## src/rtl/mcse_def.svh

```systemverilog
// mcse_def.svh
// Default parameter values shared by the MCSE scan-authentication blocks.
// Kept in one place so that integration and the block agree on the
// key geometry, attempt limit and timer lengths.

`ifndef MCSE_DEF_SVH
`define MCSE_DEF_SVH

`define MCSE_KEY_WIDTH      128
`define MCSE_NUM_CHAN       4
`define MCSE_CMP_W          32
`define MCSE_MAX_ATTEMPTS   3
`define MCSE_LOCKOUT_CYCLES 1024
`define MCSE_UNLOCK_TIMEOUT 0

`endif

```

## src/rtl/mcse_pkg.sv

```systemverilog
// mcse_pkg
// Shared types for the MCSE scan-authentication controller:
//   mcse_state_e  - controller state encoding
//   mcse_result_e - outcome of one authentication attempt
//   clog2_min1    - $clog2 that never returns a zero width

package mcse_pkg;

   typedef enum logic [1:0] {
      IDLE    = 2'd0,
      CHECK   = 2'd1,
      RESULT  = 2'd2,
      LOCKOUT = 2'd3
   } mcse_state_e;

   typedef enum logic [1:0] {
      RES_NONE = 2'd0,
      RES_PASS = 2'd1,
      RES_FAIL = 2'd2
   } mcse_result_e;

   // Index widths for single-entry structures still need one bit
   function automatic int clog2_min1(input int value);
      return (value > 1) ? $clog2(value) : 1;
   endfunction

endpackage

```

## src/rtl/mcse_ct_compare.sv

```systemverilog
// mcse_ct_compare
// Serial constant-time comparator. Each enabled cycle folds the
// difference of one slice pair into a sticky mismatch flag; the flag
// never short-circuits, so the attempt length is independent of where
// (or whether) the keys differ.
// Ports:
//   clk, rst_n - clock, asynchronous active-low reset
//   clear      - zero the accumulated flag (takes priority over en)
//   en         - accumulate the current slice pair
//   a, b       - slice pair under comparison
//   mismatch   - accumulated flag, 1 if any compared slice differed

module mcse_ct_compare #(
   parameter int CMP_W = 32
) (
   input  logic             clk,
   input  logic             rst_n,
   input  logic             clear,
   input  logic             en,
   input  logic [CMP_W-1:0] a,
   input  logic [CMP_W-1:0] b,
   output logic             mismatch
);

   // The XOR-reduce is evaluated on every enabled cycle regardless of the
   // running flag so that timing and switching do not depend on key data.
   always_ff @(posedge clk or negedge rst_n) begin
      if (!rst_n) begin
         mismatch <= 1'b0;
      end else if (clear) begin
         mismatch <= 1'b0;
      end else if (en) begin
         mismatch <= mismatch | (|(a ^ b));
      end
   end

endmodule

```

## src/rtl/mcse_scan_auth_ctrl.sv

```systemverilog
// mcse_scan_auth_ctrl
// Scan-unlock authentication controller. A candidate key is compared to
// the golden key of the selected channel in fixed-length serial fashion;
// a match unlocks that scan channel, repeated failures trigger a lockout.
// Ports:
//   clk, rst_n          - clock, asynchronous active-low reset
//   ref_keys            - golden keys, channel c at [c*KEY_WIDTH +: KEY_WIDTH]
//   ref_keys_valid      - golden keys loaded and stable
//   lc_scan_allow       - lifecycle permits scan unlock
//   key_valid/key_ready - request handshake
//   key_chan, key_in    - target channel and candidate key
//   relock              - relock all channels
//   auth_pass/auth_fail - one-cycle result pulses
//   scan_unlock         - per-channel unlock (registered)
//   locked_out          - lockout in progress
//   fail_count          - consecutive failures so far

`include "mcse_def.svh"

module mcse_scan_auth_ctrl
   import mcse_pkg::*;
#(
   parameter int KEY_WIDTH      = `MCSE_KEY_WIDTH,
   parameter int NUM_CHAN       = `MCSE_NUM_CHAN,
   parameter int CMP_W          = `MCSE_CMP_W,
   parameter int MAX_ATTEMPTS   = `MCSE_MAX_ATTEMPTS,
   parameter int LOCKOUT_CYCLES = `MCSE_LOCKOUT_CYCLES,
   parameter int UNLOCK_TIMEOUT = `MCSE_UNLOCK_TIMEOUT
) (
   input  logic                                  clk,
   input  logic                                  rst_n,
   input  logic [NUM_CHAN*KEY_WIDTH-1:0]         ref_keys,
   input  logic                                  ref_keys_valid,
   input  logic                                  lc_scan_allow,
   input  logic                                  key_valid,
   output logic                                  key_ready,
   input  logic [clog2_min1(NUM_CHAN)-1:0]       key_chan,
   input  logic [KEY_WIDTH-1:0]                  key_in,
   input  logic                                  relock,
   output logic                                  auth_pass,
   output logic                                  auth_fail,
   output logic [NUM_CHAN-1:0]                   scan_unlock,
   output logic                                  locked_out,
   output logic [$clog2(MAX_ATTEMPTS+1)-1:0]     fail_count
);

   // KEY_WIDTH must be a whole number of CMP_W slices
   localparam int NUM_SLICES = KEY_WIDTH / CMP_W;
   localparam int CHAN_W     = clog2_min1(NUM_CHAN);
   localparam int IDX_W      = clog2_min1(NUM_SLICES);
   localparam int LOCK_W     = clog2_min1(LOCKOUT_CYCLES);
   localparam int TMR_W      = clog2_min1(UNLOCK_TIMEOUT + 1);

   localparam logic [IDX_W-1:0]  LAST_IDX  = IDX_W'(NUM_SLICES - 1);
   localparam logic [LOCK_W-1:0] LOCK_LOAD = LOCK_W'(LOCKOUT_CYCLES - 1);
   localparam logic [TMR_W-1:0]  TMR_LOAD  = TMR_W'(UNLOCK_TIMEOUT);

   mcse_state_e          state, state_next;
   mcse_result_e         result;
   logic [KEY_WIDTH-1:0] key_q;
   logic [CHAN_W-1:0]    chan_q;
   logic                 chan_bad_q;
   logic [IDX_W-1:0]     idx_q;
   logic [LOCK_W-1:0]    lock_cnt_q;
   logic [TMR_W-1:0]     tmr_q;
   logic                 accept, abort, cmp_en, cmp_clear, cmp_mismatch;
   logic                 last_attempt, unlock_clear, tmr_expire;
   logic [NUM_CHAN-1:0]  chan_onehot;

   logic [CMP_W-1:0] key_slice [NUM_SLICES];
   logic [CMP_W-1:0] ref_slice [NUM_CHAN][NUM_SLICES];

   for (genvar s = 0; s < NUM_SLICES; s++) begin : g_key_slice
      assign key_slice[s] = key_q[s*CMP_W +: CMP_W];
   end

   for (genvar c = 0; c < NUM_CHAN; c++) begin : g_ref_chan
      for (genvar s = 0; s < NUM_SLICES; s++) begin : g_ref_slice
         assign ref_slice[c][s] = ref_keys[c*KEY_WIDTH + s*CMP_W +: CMP_W];
      end
   end

   // rst_n gates key_ready so it drops immediately during reset even when
   // the enabling inputs are held high
   assign key_ready    = rst_n & (state == IDLE) & ref_keys_valid & lc_scan_allow;
   assign accept       = key_valid & key_ready;
   assign locked_out   = (state == LOCKOUT);
   assign last_attempt = (int'(fail_count) + 1 >= MAX_ATTEMPTS);
   assign chan_onehot  = NUM_CHAN'(1) << chan_q;

   mcse_ct_compare #(
      .CMP_W    (CMP_W)
   ) u_compare (
      .clk      (clk),
      .rst_n    (rst_n),
      .clear    (cmp_clear),
      .en       (cmp_en),
      .a        (key_slice[idx_q]),
      .b        (ref_slice[chan_q][idx_q]),
      .mismatch (cmp_mismatch)
   );

   // State register for the authentication sequence.
   always_ff @(posedge clk or negedge rst_n) begin
      if (!rst_n) begin
         state <= IDLE;
      end else begin
         state <= state_next;
      end
   end

   // Next-state and control decode. CHECK always runs every slice before
   // moving on so the attempt length never reveals how much of the key
   // matched; only a lifecycle withdrawal cuts it short, silently.
   always_comb begin
      state_next = state;
      result     = RES_NONE;
      cmp_en     = 1'b0;
      cmp_clear  = 1'b0;
      abort      = 1'b0;
      unique case (state)
         IDLE: begin
            if (accept) begin
               cmp_clear  = 1'b1;
               state_next = CHECK;
            end
         end
         CHECK: begin
            if (!lc_scan_allow) begin
               abort      = 1'b1;
               cmp_clear  = 1'b1;
               state_next = IDLE;
            end else begin
               cmp_en = 1'b1;
               if (idx_q == LAST_IDX) begin
                  state_next = RESULT;
               end
            end
         end
         RESULT: begin
            cmp_clear = 1'b1;
            if (cmp_mismatch || chan_bad_q) begin
               result     = RES_FAIL;
               state_next = last_attempt ? LOCKOUT : IDLE;
            end else begin
               result     = RES_PASS;
               state_next = IDLE;
            end
         end
         LOCKOUT: begin
            if (lock_cnt_q == '0) begin
               state_next = IDLE;
            end
         end
         default: state_next = IDLE;
      endcase
   end

   // Request capture, slice pointer, failure bookkeeping and lockout timer.
   // An out-of-range channel is remembered as a forced mismatch and the
   // compare runs against channel 0 so the timing stays the same.
   // Captured material is wiped as soon as the attempt ends.
   always_ff @(posedge clk or negedge rst_n) begin
      if (!rst_n) begin
         key_q      <= '0;
         chan_q     <= '0;
         chan_bad_q <= 1'b0;
         idx_q      <= '0;
         fail_count <= '0;
         lock_cnt_q <= '0;
         auth_pass  <= 1'b0;
         auth_fail  <= 1'b0;
      end else begin
         auth_pass <= (result == RES_PASS);
         auth_fail <= (result == RES_FAIL);

         if (accept) begin
            key_q      <= key_in;
            chan_q     <= (int'(key_chan) < NUM_CHAN) ? key_chan : '0;
            chan_bad_q <= !(int'(key_chan) < NUM_CHAN);
            idx_q      <= '0;
         end else if (cmp_en) begin
            idx_q <= (idx_q == LAST_IDX) ? '0 : idx_q + 1'b1;
         end

         if ((state == RESULT) || abort) begin
            key_q      <= '0;
            chan_q     <= '0;
            chan_bad_q <= 1'b0;
            idx_q      <= '0;
         end

         if (result == RES_PASS) begin
            fail_count <= '0;
         end else if (result == RES_FAIL) begin
            fail_count <= fail_count + 1'b1;
         end else if ((state == LOCKOUT) && (lock_cnt_q == '0)) begin
            fail_count <= '0;
         end

         if ((state != LOCKOUT) && (state_next == LOCKOUT)) begin
            lock_cnt_q <= LOCK_LOAD;
         end else if ((state == LOCKOUT) && (lock_cnt_q != '0)) begin
            lock_cnt_q <= lock_cnt_q - 1'b1;
         end
      end
   end

   // Per-channel unlock with one shared expiry timer. Relock, lifecycle
   // withdrawal and lockout override a coincident pass. The timer stays
   // at zero when UNLOCK_TIMEOUT is 0, so unlocks then never expire.
   assign unlock_clear = relock | ~lc_scan_allow | (state == LOCKOUT) | (state_next == LOCKOUT);
   assign tmr_expire   = (UNLOCK_TIMEOUT > 0) && (tmr_q == TMR_W'(1));

   always_ff @(posedge clk or negedge rst_n) begin
      if (!rst_n) begin
         scan_unlock <= '0;
         tmr_q       <= '0;
      end else if (unlock_clear) begin
         scan_unlock <= '0;
         tmr_q       <= '0;
      end else if (result == RES_PASS) begin
         scan_unlock <= scan_unlock | chan_onehot;
         tmr_q       <= TMR_LOAD;
      end else if (tmr_expire) begin
         scan_unlock <= '0;
         tmr_q       <= '0;
      end else if (tmr_q != '0) begin
         tmr_q <= tmr_q - 1'b1;
      end
   end

endmodule

```

## config.mk

```make
export PLATFORM = sky130hd
export DESIGN_NAME = mcse_scan_auth_ctrl
export DESIGN_NICKNAME = d
export VERILOG_FILES = /design/src/rtl/mcse_pkg.sv /design/src/rtl/mcse_ct_compare.sv /design/src/rtl/mcse_scan_auth_ctrl.sv
export VERILOG_INCLUDE_DIRS = /design/src /design/src/rtl
export SDC_FILE = /design/constraint.sdc
export NUM_CORES = 1
export LEC_CHECK = 0
export ABC_AREA = 0
export CORE_AREA = 3 3 258 260
export CTS_CLUSTER_DIAMETER = 50
export CTS_CLUSTER_SIZE = 20
export DETAILED_ROUTE_END_ITERATION = 7
export DIE_AREA = 0 0 261 263
export DONT_BUFFER_PORTS = 1
export GPL_ROUTABILITY_DRIVEN = 0
export PLACE_DENSITY_LB_ADDON = 0.1
export SLEW_MARGIN = 30
export SYNTH_ARGS = -nofsm -noshare
export SYNTH_HDL_FRONTEND = slang
export SYNTH_SLANG_ARGS = --single-unit
```

## constraint.sdc

```tcl
create_clock -name clk -period 7.17 [get_ports clk]
set_clock_uncertainty 0.15 [all_clocks]
set_input_delay 2.151 -clock clk [delete_from_list [all_inputs] [get_ports clk]]
set_output_delay 2.151 -clock clk [all_outputs]
set_load 0.1 [all_outputs]
```

-- Word level (Yosys, flattened, before mapping)
Index checks and enable logic that the tools add are counted.
- logic and storage cells: 98
- register bits: 154
- output and inout port bits: 10
- muxes and demuxes: 43
- equal/unequal tests: 8
- reduce and logical (&&, ||, !) cells: 15
- order comparisons: 3
- add/sub/neg operators: 4
- bitwise logic cells: 13
- shifts and indexed selects: 1
- operators with widths (kind ; number):
    two-way mux 128 bit ; 4
    binary-select mux 128 bit (select 2 bit) ; 1
    binary-select mux 32 bit (select 2 bit) ; 2
    two-way mux 32 bit ; 4
    two-way mux 2 bit ; 17
    OR reduction 32 bit ; 1
    bitwise XOR 32 bit ; 1
    two-way mux 10 bit ; 2
    == test 2 bit, second input constant ; 5
    zero test 10 bit ; 1
    nonzero test 10 bit ; 1
    subtractor 10 x 1 -> 10 bit, second input constant ; 1
    two-way mux 1 bit ; 9
    two-way mux 4 bit ; 2
    case mux 2 bit (4 select lines) ; 1
    nonzero test 2 bit ; 4
    greater-or-equal comparator 3 bit, second input constant ; 2
    NOT 2 -> 3 bit ; 2
    nonzero test 3 bit ; 2
    adder 2 x 1 -> 2 bit, second input constant ; 2
    bitwise AND 1 bit ; 4
    == test 2 x 1 -> 1 bit, second input constant ; 2
    bitwise OR 1 bit ; 4
    bitwise OR 4 bit ; 1
    other kinds (9) ; 12

-- Longest topological paths before layout
Gate-level depths: netlist of the first run.
- depth after elaboration: 12
- gate-level depth with buffers: 14

-- By module
Synthesis of the first run repeated with hierarchy kept, for this count alone.
- cell total of the unflattened synthesis: 774
- area, all modules: 10645.2 µm²
- by module, submodules not included (module ; instances ; cells each ; sequential area each (µm²) ; area an instance (µm²)):
    mcse_scan_auth_ctrl ; 1 ; 727 ; 3803.6 ; 10257.3
    mcse_ct_compare ; 1 ; 47 ; 25.0 ; 387.9

-- Least setup slack after synthesis of the first run
Ideal clock, no wire load.
- path type: input -> output
- from: input ref_keys_valid
- to: output key_ready
- data required time: 4.869 ns
- path slack: 1.353 ns
- stages on the path: 2
- data arrival time: 3.516 ns
- path buffers: 0
- cells stage by stage: nand4b_1 > nor2_1
- cells in the longest elaborated chain, start to end: 2
- RTL lines (what ; line ; source):
    start, declared ; mcse_scan_auth_ctrl.sv:33 ; input logic ref_keys_valid,
    bitwise AND 1 bit (2 in series) ; mcse_scan_auth_ctrl.sv:85 ; assign key_ready = rst_n & (state == IDLE) & ref_keys_valid & lc_scan_allow;
    end, declared ; mcse_scan_auth_ctrl.sv:36 ; output logic key_ready,
No other way between the ends.

-- Worst setup path in the final report of the first run
- from: input rst_n
- to: output key_ready
- cells in the longest elaborated chain, start to end: 3
- RTL lines (what ; line ; source):
    start, declared ; mcse_scan_auth_ctrl.sv:31 ; input logic rst_n,
    bitwise AND 1 bit (3 in series) ; mcse_scan_auth_ctrl.sv:85 ;
No other way between the ends.

==> results.toml, run 1 <==
[outcome]
status = "complete, no violations"

[clock_network]
cts_max_path_buffers = 2
ctsResizeCount = 0
clkTransAtPathRegs_ns = 0.06
cts_made_buffers = 17
ctsRootBufferMaster = "sky130_fd_sc_hd__clkbuf_16"
clock_sink_count = 153
tritoncts = "built"
cts.hold.buffers_added = 0
worst_skew_pair.late_latency_ns = 0.44
htree_num_levels = 4
cts_post_setup_buffers_inserted = 0

[detailed_routing]
firstDrtPassIters = 5
routed-via-count = 9183
ant_nets = 0
avgRoutedWirePerCell_um = 37.5
wirelength_um = 68300
remaining_drc_errors = 0
dr.first_iter.drc_count = 811
vias_per_cell = 5.04

[global_routing]
grt_first_pass_wirelength_um = 89100
first_global_vias = 9615
grt_overflow = 0
largest_net_degree_at_the_start_of_global_routing = 155
grt_usage = 0.191
antenna_violations_before_repair = 49

[logic_synthesis]
synthesis.nets = 1632
synth.ff_latch_count = 153
number_of_enable_type_register_cells_in_the_synthesized_netlist = 0
synth.cells.most_frequent = "sky130_fd_sc_hd__dfrtp_1 (153), sky130_fd_sc_hd__a22o_1 (130), sky130_fd_sc_hd__mux2i_1 (97)"
synth_cell_types = 68
synth_area_um2 = 11100
synthesis.area_per_instance_um2 = 11.3
yosysTopAreaCellShare = 0.345
yosysMostFrequentCell = "sky130_fd_sc_hd__dfrtp_1"
synth_ff_type = "sky130_fd_sc_hd__dfrtp_1"
ys_top_cells_by_area = "sky130_fd_sc_hd__dfrtp_1 (34%), sky130_fd_sc_hd__mux4_2 (16%), sky130_fd_sc_hd__a22o_1 (10%), sky130_fd_sc_hd__mux2i_1 (8.7%), sky130_fd_sc_hd__mux2_2 (3.9%)"
synthesis.yosys.warnings = 0
synth_sequential_area_ratio = 0.345
async_reset_ff_frac = 1.00
synthDominantAreaCellType = "sky130_fd_sc_hd__dfrtp_1"
synthCells = 980

[critical_path]
worstPathCellList = "nand4b_1 -> nor2_4"
crit_path_end = "key_ready"
critical-path-slowest-cell = "sky130_fd_sc_hd__nor2_4"
reg2regPathDepth = 10
reg2reg_from = "chan_q[0]"
critical_path_buf_inv_count = 0
timing.critical_path.required_ns = 4.87
cp_data_arrival_time_ns = 2.90
crit-reg2reg-capture = "u_compare.mismatch"
startpoint_type = "input port"
crit_cells = 2
worst_path_largest_cell_delay_ns = 0.52
critical-path-top-delay-family = "simple AND/OR/NAND/NOR gates"
worst_setup_path_end_kind = "output pin"
setup.reg_to_reg.worst_slack_ns = 2.92
timing.setup.critical_path_class = "in2out"
timing.critical_path.from = "rst_n"
cp_max_fo = 154

[sta]
max_transition_margin = 0.316
achievable-frequency_ghz = 0.192
timing.final.setup_violations = 0
hold_violations = 0
fin_tns_setup_ns = 0
tightest_slew_ns = 1.03
final_period_utilization = 0.725
rsz0062_at_grt = "no"
timing.final.crit_period_ns = 5.20
timing_max_transition_violations_final = 0

[place]
dpl.hpwl_um = 55600
placement.io_buffers = 0
place.detailed.instances = 1762

[layout]
final_layout_size_suffix_gt1_frac = 0.202
syn_to_final_growth_pct = 13.8
final_cell_count_no_fill = 1822
nNetsFinal = 1579

[floorplanning]
dieArea_um2 = 68600
horiz_die_dim_um = 261
total_core_area_um2 = 64300
start_util = 0.173
standard_cell_row_count = 93
die_height_um = 263
io_pins = 658

[power_and_ir_drop]
p_leak_nw = 4.75
powerDensity_nw_per_um2 = 278
vdd.ir_drop.worst_uv = 135

[hold_path]
hp-class = "reg2reg"

[job]
reported_max_cap_violation_count = 0
==> registers in the layout (all words and copies together), names as in the netlist <==
signal and flops:
fail_count 2, idx_q 2, chan_q 2, state 2, auth_fail 1, lock_cnt_q 10, u_compare.mismatch 1, auth_pass 1
scan_unlock 4, key_q 128
==> kinds of logic after synthesis <==
kind of cell	share of synthesized area
adder cells (fa/ha/maj)	0.00451
multiplexers	0.290
AND/OR/NAND/NOR	0.0620
buffers and inverters	0.0452
XOR/XNOR	0.0339
flip-flops	0.345
AO/OA/AOI/OAI	0.220
==> routing by layer <==
layer | global-route usage | wire length, um | part of all wire | vias up
met5 | 0 | 208 | 0.0030 | -
met4 | 0.0656 | 1710 | 0.025 | 30
met3 | 0.0713 | 6240 | 0.091 | 87
met2 | 0.294 | 31500 | 0.46 | 478
met1 | 0.244 | 28700 | 0.42 | 4712
li1 | - | - | - | 3876
==> report_power, final <==
group	internal, mW	leakage (nW)	total, mW	switching (mW)
sequential	0.995	2.01	1.17	0.171
clock	0.498	0.279	0.912	0.415
combinational	0.640	2.46	1.43	0.792
==> placed cells by master, fill, tap and decap left out, types with 24 or more instances in the layout <==
cell                      instances
sky130_fd_sc_hd__mux2i_1         97
sky130_fd_sc_hd__o22ai_1         24
sky130_fd_sc_hd__dfrtp_1        149
sky130_fd_sc_hd__a21oi_1         25
sky130_fd_sc_hd__xnor2_1         26
sky130_fd_sc_hd__mux2_2          38
sky130_fd_sc_hd__diode_2         27
sky130_fd_sc_hd__o21ai_0         29
sky130_fd_sc_hd__a22o_1         130
sky130_fd_sc_hd__mux4_2          80
sky130_fd_sc_hd__buf_4           24
sky130_fd_sc_hd__nand2_1         40
==> worst min-delay path by stage <==
stage / endpoint / slack, ns / depth (start not counted) / start
floorplan: key_q[9] / 0.31 / 1 / key_q[9]
global placement: key_q[86] / 0.33 / 1 / key_q[86]
detailed placement: key_q[113] / 0.33 / 1 / key_q[113]
CTS: key_q[125] / 0.35 / 1 / key_q[125]
global route: key_q[113] / 0.36 / 1 / key_q[113]
finish: key_q[101] / 0.34 / 1 / key_q[101]
==> area by class of cell <==
| type | count | area [um^2] |
|---|---|---|
| fillers | 7005 | 51700 |
| inverters | 15 | 56.3 |
| flip-flops and latches | 153 | 3840 |
| multi-input cells | 714 | 6800 |
| well taps | 855 | 1070 |
| clock inverters | 13 | 134 |
| repair buffers | 26 | 228 |
| diodes | 27 | 67.6 |
| clock buffers | 19 | 443 |
==> through the flow <==
stage                     hold WS (ns)  cell area [um^2]  power, mW   util  setup WS (ns)
after floorplan                  0.308             11100       2.11      -           1.35
after global placement           0.327             12000       2.65  0.186           1.72
after detailed placement         0.327             12000       2.66  0.186           2.02
after CTS                        0.350             12500       3.60  0.195           2.02
after global routing             0.360             12600       3.72  0.196           1.95
final                            0.344             12600       3.51  0.196           1.97
(Power assumes the default switching activity.)
==> run 2: changes to the inputs <==
Clock period 7.17 ns to 4.9 ns, I/O delays scaled along.
==> results.toml, run 2 (synthesized netlist as in run 1, its figures left out) <==
[outcome]
status = "complete, no violations"

[layout]
layout.core_utilization = 0.198
top_regs = "key_q x128, lock_cnt_q x10, scan_unlock x4"
largest_register_ff_count = 128
final_cell_count_no_fill = 1828
regMostFlops = "key_q"
syn_to_final_growth_pct = 14.7
postLayoutCellArea_um2 = 12700
nNetsFinal = 1586
layout.cells.most_common = "sky130_fd_sc_hd__dfrtp_1"
final_layout_size_suffix_gt1_frac = 0.208
layout_common_cells = "sky130_fd_sc_hd__dfrtp_1 (149), sky130_fd_sc_hd__a22o_1 (130), sky130_fd_sc_hd__mux2i_1 (97), sky130_fd_sc_hd__mux4_2 (80), sky130_fd_sc_hd__nand2_1 (40)"

[sta]
rsz0062_at_grt = "no"
timing.final.crit_period_ns = 3.78
fin_tns_setup_ns = 0
postLayoutSetupSlackWorst_ns = 1.12
fin_hold_ws_ns = 0.343
timing_max_transition_violations_final = 0
tightest_slew_ns = 1.05
final_period_utilization = 0.771
achievable-frequency_ghz = 0.265
max_transition_margin = 0.301
timing.final.setup_violations = 0
hold_violations = 0

[critical_path]
critical-path-top-delay-family = "simple AND/OR/NAND/NOR gates"
timing.setup.critical_path_class = "reg2reg"
worst_path_largest_cell_delay_ns = 0.82
timing.critical_path.required_ns = 5.06
startpoint_type = "flip-flop"
critical-path-slowest-cell = "sky130_fd_sc_hd__dfrtp_4"
crit_path_frequent_cell = "sky130_fd_sc_hd__buf_4"
cp_max_fo = 34
worst_setup_path_end_kind = "flip-flop"
worstPathCellList = "buf_4 -> nor2b_1 -> buf_4 -> a221oi_1 -> a21oi_1 -> o22ai_1 -> xnor2_1 -> nand4_1 -> nor4_1 -> a31oi_1"
setup.reg_to_reg.worst_slack_ns = 1.12
critical_path_buf_inv_count = 2
cp_data_arrival_time_ns = 3.94

[global_routing]
grt_usage = 0.194
grt_overflow = 0
grt_first_pass_wirelength_um = 90400
first_global_vias = 9717
largest_net_degree_at_the_start_of_global_routing = 155
antenna_violations_before_repair = 41

[power_and_ir_drop]
p_leak_nw = 4.81
power.internal_mw = 3.24
seq_pwr_share = 0.327
vdd.ir_drop.worst_uv = 236
power.share.combinational = 0.403
p_sw_frac = 0.384
post-layout-total-power_mw = 5.25
sw_power_mw = 2.02
powerDensity_nw_per_um2 = 412
clock_power_share = 0.270

[detailed_routing]
wirelength_um = 69100
dr.first_iter.drc_count = 770
firstDrtPassIters = 5
vias_per_cell = 5.05
ant_nets = 0
routed-via-count = 9236
avgRoutedWirePerCell_um = 37.8
remaining_drc_errors = 0

[floorplanning]
standard_cell_row_count = 93
die_height_um = 263
horiz_die_dim_um = 261
start_util = 0.173
dieArea_um2 = 68600
total_core_area_um2 = 64300
io_pins = 658

[clock_network]
cts_post_setup_buffers_inserted = 0
htree_num_levels = 4
ctsRootBufferMaster = "sky130_fd_sc_hd__clkbuf_16"
tritoncts = "built"
clock_sink_count = 153
worst_skew_pair.late_latency_ns = 0.46
ctsResizeCount = 0
cts_made_buffers = 17
clkTransAtPathRegs_ns = 0.07
cts_max_path_buffers = 2
cts.hold.buffers_added = 0

[place]
dpl.hpwl_um = 56400
placement.io_buffers = 0
dpl-instance-area_um2 = 12100
place.detailed.instances = 1770
post-place-ws_ns = 0.818

[hold_path]
hp-class = "reg2reg"

[job]
reported_max_cap_violation_count = 0
-- run 2: cell types whose count changed in the layout (fill, tap and decap cells not counted), sizes merged --
cell	change
buf	+7
bufinv	+2
clkinv	+1
clkinvlp	-1
diode	-1
inv	-2
-- run 2: area by class of cell --
cell class	instances	area (um^2)
fill	6983	51600
multi-input combinational	714	6800
sequential	153	3840
tap	855	1070
clock buffer	19	443
timing repair buffer	33	298
clock inverter	13	168
antenna	26	65.1
inverter	15	56.3
-- run 2: path summary, 6_finish.rpt --
check	startpoint	endpoint	cells after the start
worst max-delay path	chan_q[0]	u_compare.mismatch	10
worst min-delay path	key_q[108]	key_q[108]	1
worst max register to register	chan_q[0]	u_compare.mismatch	10
worst min register to register	key_q[108]	key_q[108]	1
max in group asynchronous	rst_n	chan_q[0]	0
min in group asynchronous	rst_n	key_q[20]	0
-- run 2: worst register-to-register path, stage by stage, from the launching register on --
cell	delay [ns]
sky130_fd_sc_hd__dfrtp_4	0.82
sky130_fd_sc_hd__buf_4	0.41
sky130_fd_sc_hd__nor2b_1	0.60
sky130_fd_sc_hd__buf_4	0.29
sky130_fd_sc_hd__a221oi_1	0.10
sky130_fd_sc_hd__a21oi_1	0.17
sky130_fd_sc_hd__o22ai_1	0.17
sky130_fd_sc_hd__xnor2_1	0.29
sky130_fd_sc_hd__nand4_1	0.13
sky130_fd_sc_hd__nor4_1	0.38
sky130_fd_sc_hd__a31oi_1	0.14
-- run 2: per-layer routing --
layer,track usage,vias to the layer above,part of all wire
met4,0.0632,12,0.017
met5,0,-,0.0011
met3,0.0679,63,0.087
li1,-,3897,-
met1,0.247,4768,0.42
met2,0.308,496,0.47
-- run 2: power groups by stage --
stage / Clock, mW / Combinational, mW / Sequential [mW]
detailed placement: 0 / 2.19 / 1.75
CTS: 1.49 / 2.19 / 1.73
floorplan: 0 / 1.54 / 1.55
global route: 1.54 / 2.30 / 1.76
global placement: 0 / 2.18 / 1.75
finish: 1.42 / 2.12 / 1.72
==> run 3: changes to the inputs <==
Clock period 4.9 ns to 3.5 ns, I/O delays scaled along.
==> results.toml, run 3 (synthesized netlist as in run 1, its figures left out) <==
[outcome]
status = "complete, no violations"

[clock_network]
ctsRootBufferMaster = "sky130_fd_sc_hd__clkbuf_16"
cts_max_path_buffers = 2
cts.hold.buffers_added = 0
worst_skew_pair.late_latency_ns = 0.44
tritoncts = "built"
clkTransAtPathRegs_ns = 0.07
htree_num_levels = 4
clock_sink_count = 153
cts_made_buffers = 17

[detailed_routing]
wirelength_um = 69000
remaining_drc_errors = 0
avgRoutedWirePerCell_um = 36.4
routed-via-count = 9613
dr.first_iter.drc_count = 819
vias_per_cell = 5.07
ant_nets = 0
firstDrtPassIters = 5

[global_routing]
antenna_violations_before_repair = 44
largest_net_degree_at_the_start_of_global_routing = 155
grt_usage = 0.191
grt_overflow = 0
grt_first_pass_wirelength_um = 90100
first_global_vias = 10000

[power_and_ir_drop]
sw_power_mw = 2.92
powerDensity_nw_per_um2 = 569
power.share.combinational = 0.443
clock_power_share = 0.256
vdd.ir_drop.worst_uv = 326
p_leak_nw = 5.18
seq_pwr_share = 0.301
power.internal_mw = 4.68
post-layout-total-power_mw = 7.60
p_sw_frac = 0.384

[floorplanning]
horiz_die_dim_um = 261
die_height_um = 263
dieArea_um2 = 68600
total_core_area_um2 = 64300
standard_cell_row_count = 93
io_pins = 658
start_util = 0.173

[layout]
final_cell_count_no_fill = 1895
syn_to_final_growth_pct = 20.1
fillers = 6917
layout.core_utilization = 0.207
top_regs = "key_q x128, lock_cnt_q x10, scan_unlock x4"
regArea_um2 = 3840
layout.cells.most_common = "sky130_fd_sc_hd__dfrtp_1"
nNetsFinal = 1654
multi_input_comb_area_um2 = 6800
layout_common_cells = "sky130_fd_sc_hd__dfrtp_1 (149), sky130_fd_sc_hd__a22o_1 (130), sky130_fd_sc_hd__mux2i_1 (97), sky130_fd_sc_hd__buf_4 (88), sky130_fd_sc_hd__mux4_2 (80)"
regMostFlops = "key_q"
final_layout_size_suffix_gt1_frac = 0.260
postLayoutCellArea_um2 = 13300
largest_register_ff_count = 128

[sta]
timing_max_transition_violations_final = 0
achievable-frequency_ghz = 0.302
timing.final.crit_period_ns = 3.31
timing.final.setup_violations = 0
max_transition_margin = 0.344
final_period_utilization = 0.947
tightest_slew_ns = 0.985
fin_tns_setup_ns = 0
hold_violations = 0

[job]
reported_max_cap_violation_count = 0

[place]
place.detailed.instances = 1822
placement.io_buffers = 0
dpl-instance-area_um2 = 12500
dpl.hpwl_um = 56400

[critical_path]
crit-reg2reg-capture = "u_compare.mismatch"
cp_max_fo = 16
worst_setup_path_end_kind = "flip-flop"
reg2reg_from = "chan_q[0]"
reg2regPathDepth = 8
timing.setup.critical_path_class = "reg2reg"
timing.critical_path.from = "chan_q[0]"
cp_data_arrival_time_ns = 3.48
timing.critical_path.required_ns = 3.66
setup.reg_to_reg.worst_slack_ns = 0.19
startpoint_type = "flip-flop"

[hold_path]
hp-class = "in2async"
## run 3: cell count changes in the layout (fill, tap and decap cells not counted), sizes merged
cell,previous run,this run
bufinv,3,2
inv,18,20
buf,33,100
diode,26,25
## run 3: final cells by class
| type | count | area share |
|---|---|---|
| inverter | 15 | 0.00422 |
| antenna | 25 | 0.00469 |
| sequential | 153 | 0.288 |
| multi-input combinational | 714 | 0.510 |
| timing repair buffer | 101 | 0.0689 |
| clock inverter | 14 | 0.0121 |
| tap | 855 | 0.0802 |
| clock buffer | 18 | 0.0322 |
## run 3: stage by stage
step	hold WS (ns)	worst slack [ns]
2_1_floorplan	0.308	0.0791
3_3_place_gp	0.326	-0.154
3_5_place_dp	0.327	-0.179
4_1_cts	0.115	0.0165
5_1_grt	0.127	-0.00292
6_report	0.166	0.187
## run 3: metal layers
layer / up-vias / GRT usage / routed length (um)
met2: 565 / 0.306 / 33200
met3: 80 / 0.0571 / 6040
met4: 10 / 0.0682 / 1390
li1: 4023 / - / -
met5: - / 0 / 69
met1: 4935 / 0.242 / 28300
## run 3: repair_timing
item                       CTS  global route
setup endpoints to repair    1             1
resized for setup            3             2
buffers inserted             0            14
hold endpoints to repair     0             0
## run 3: worst max-delay path by stage
stage,end,slack [ns],cells past startpoint
after floorplan,u_compare.mismatch,0.08,7
after global placement,u_compare.mismatch,-0.15,7
after detailed placement,u_compare.mismatch,-0.18,7
after CTS,u_compare.mismatch,0.02,13
after global routing,u_compare.mismatch,-0.003,12
final,u_compare.mismatch,0.19,8
## run 3: critical path, stage by stage, from the launching register on
cell	delay [ns]
sky130_fd_sc_hd__dfrtp_4	0.55
sky130_fd_sc_hd__buf_4	0.17
sky130_fd_sc_hd__mux4_2	0.49
sky130_fd_sc_hd__mux4_2	0.47
sky130_fd_sc_hd__xor2_1	0.18
sky130_fd_sc_hd__or4_1	0.58
sky130_fd_sc_hd__a2111o_1	0.32
sky130_fd_sc_hd__nor4_2	0.16
sky130_fd_sc_hd__a31oi_1	0.12
## run 3: power groups by stage
| stage | sequential (mW) | clock (mW) | combinational (mW) |
|---|---|---|---|
| detailed placement | 2.34 | 0 | 3.37 |
| global placement | 2.34 | 0 | 3.37 |
| finish | 2.29 | 1.94 | 3.37 |
| CTS | 2.31 | 2.04 | 3.39 |
| global route | 2.33 | 2.10 | 3.65 |
| floorplan | 2.17 | 0 | 2.15 |
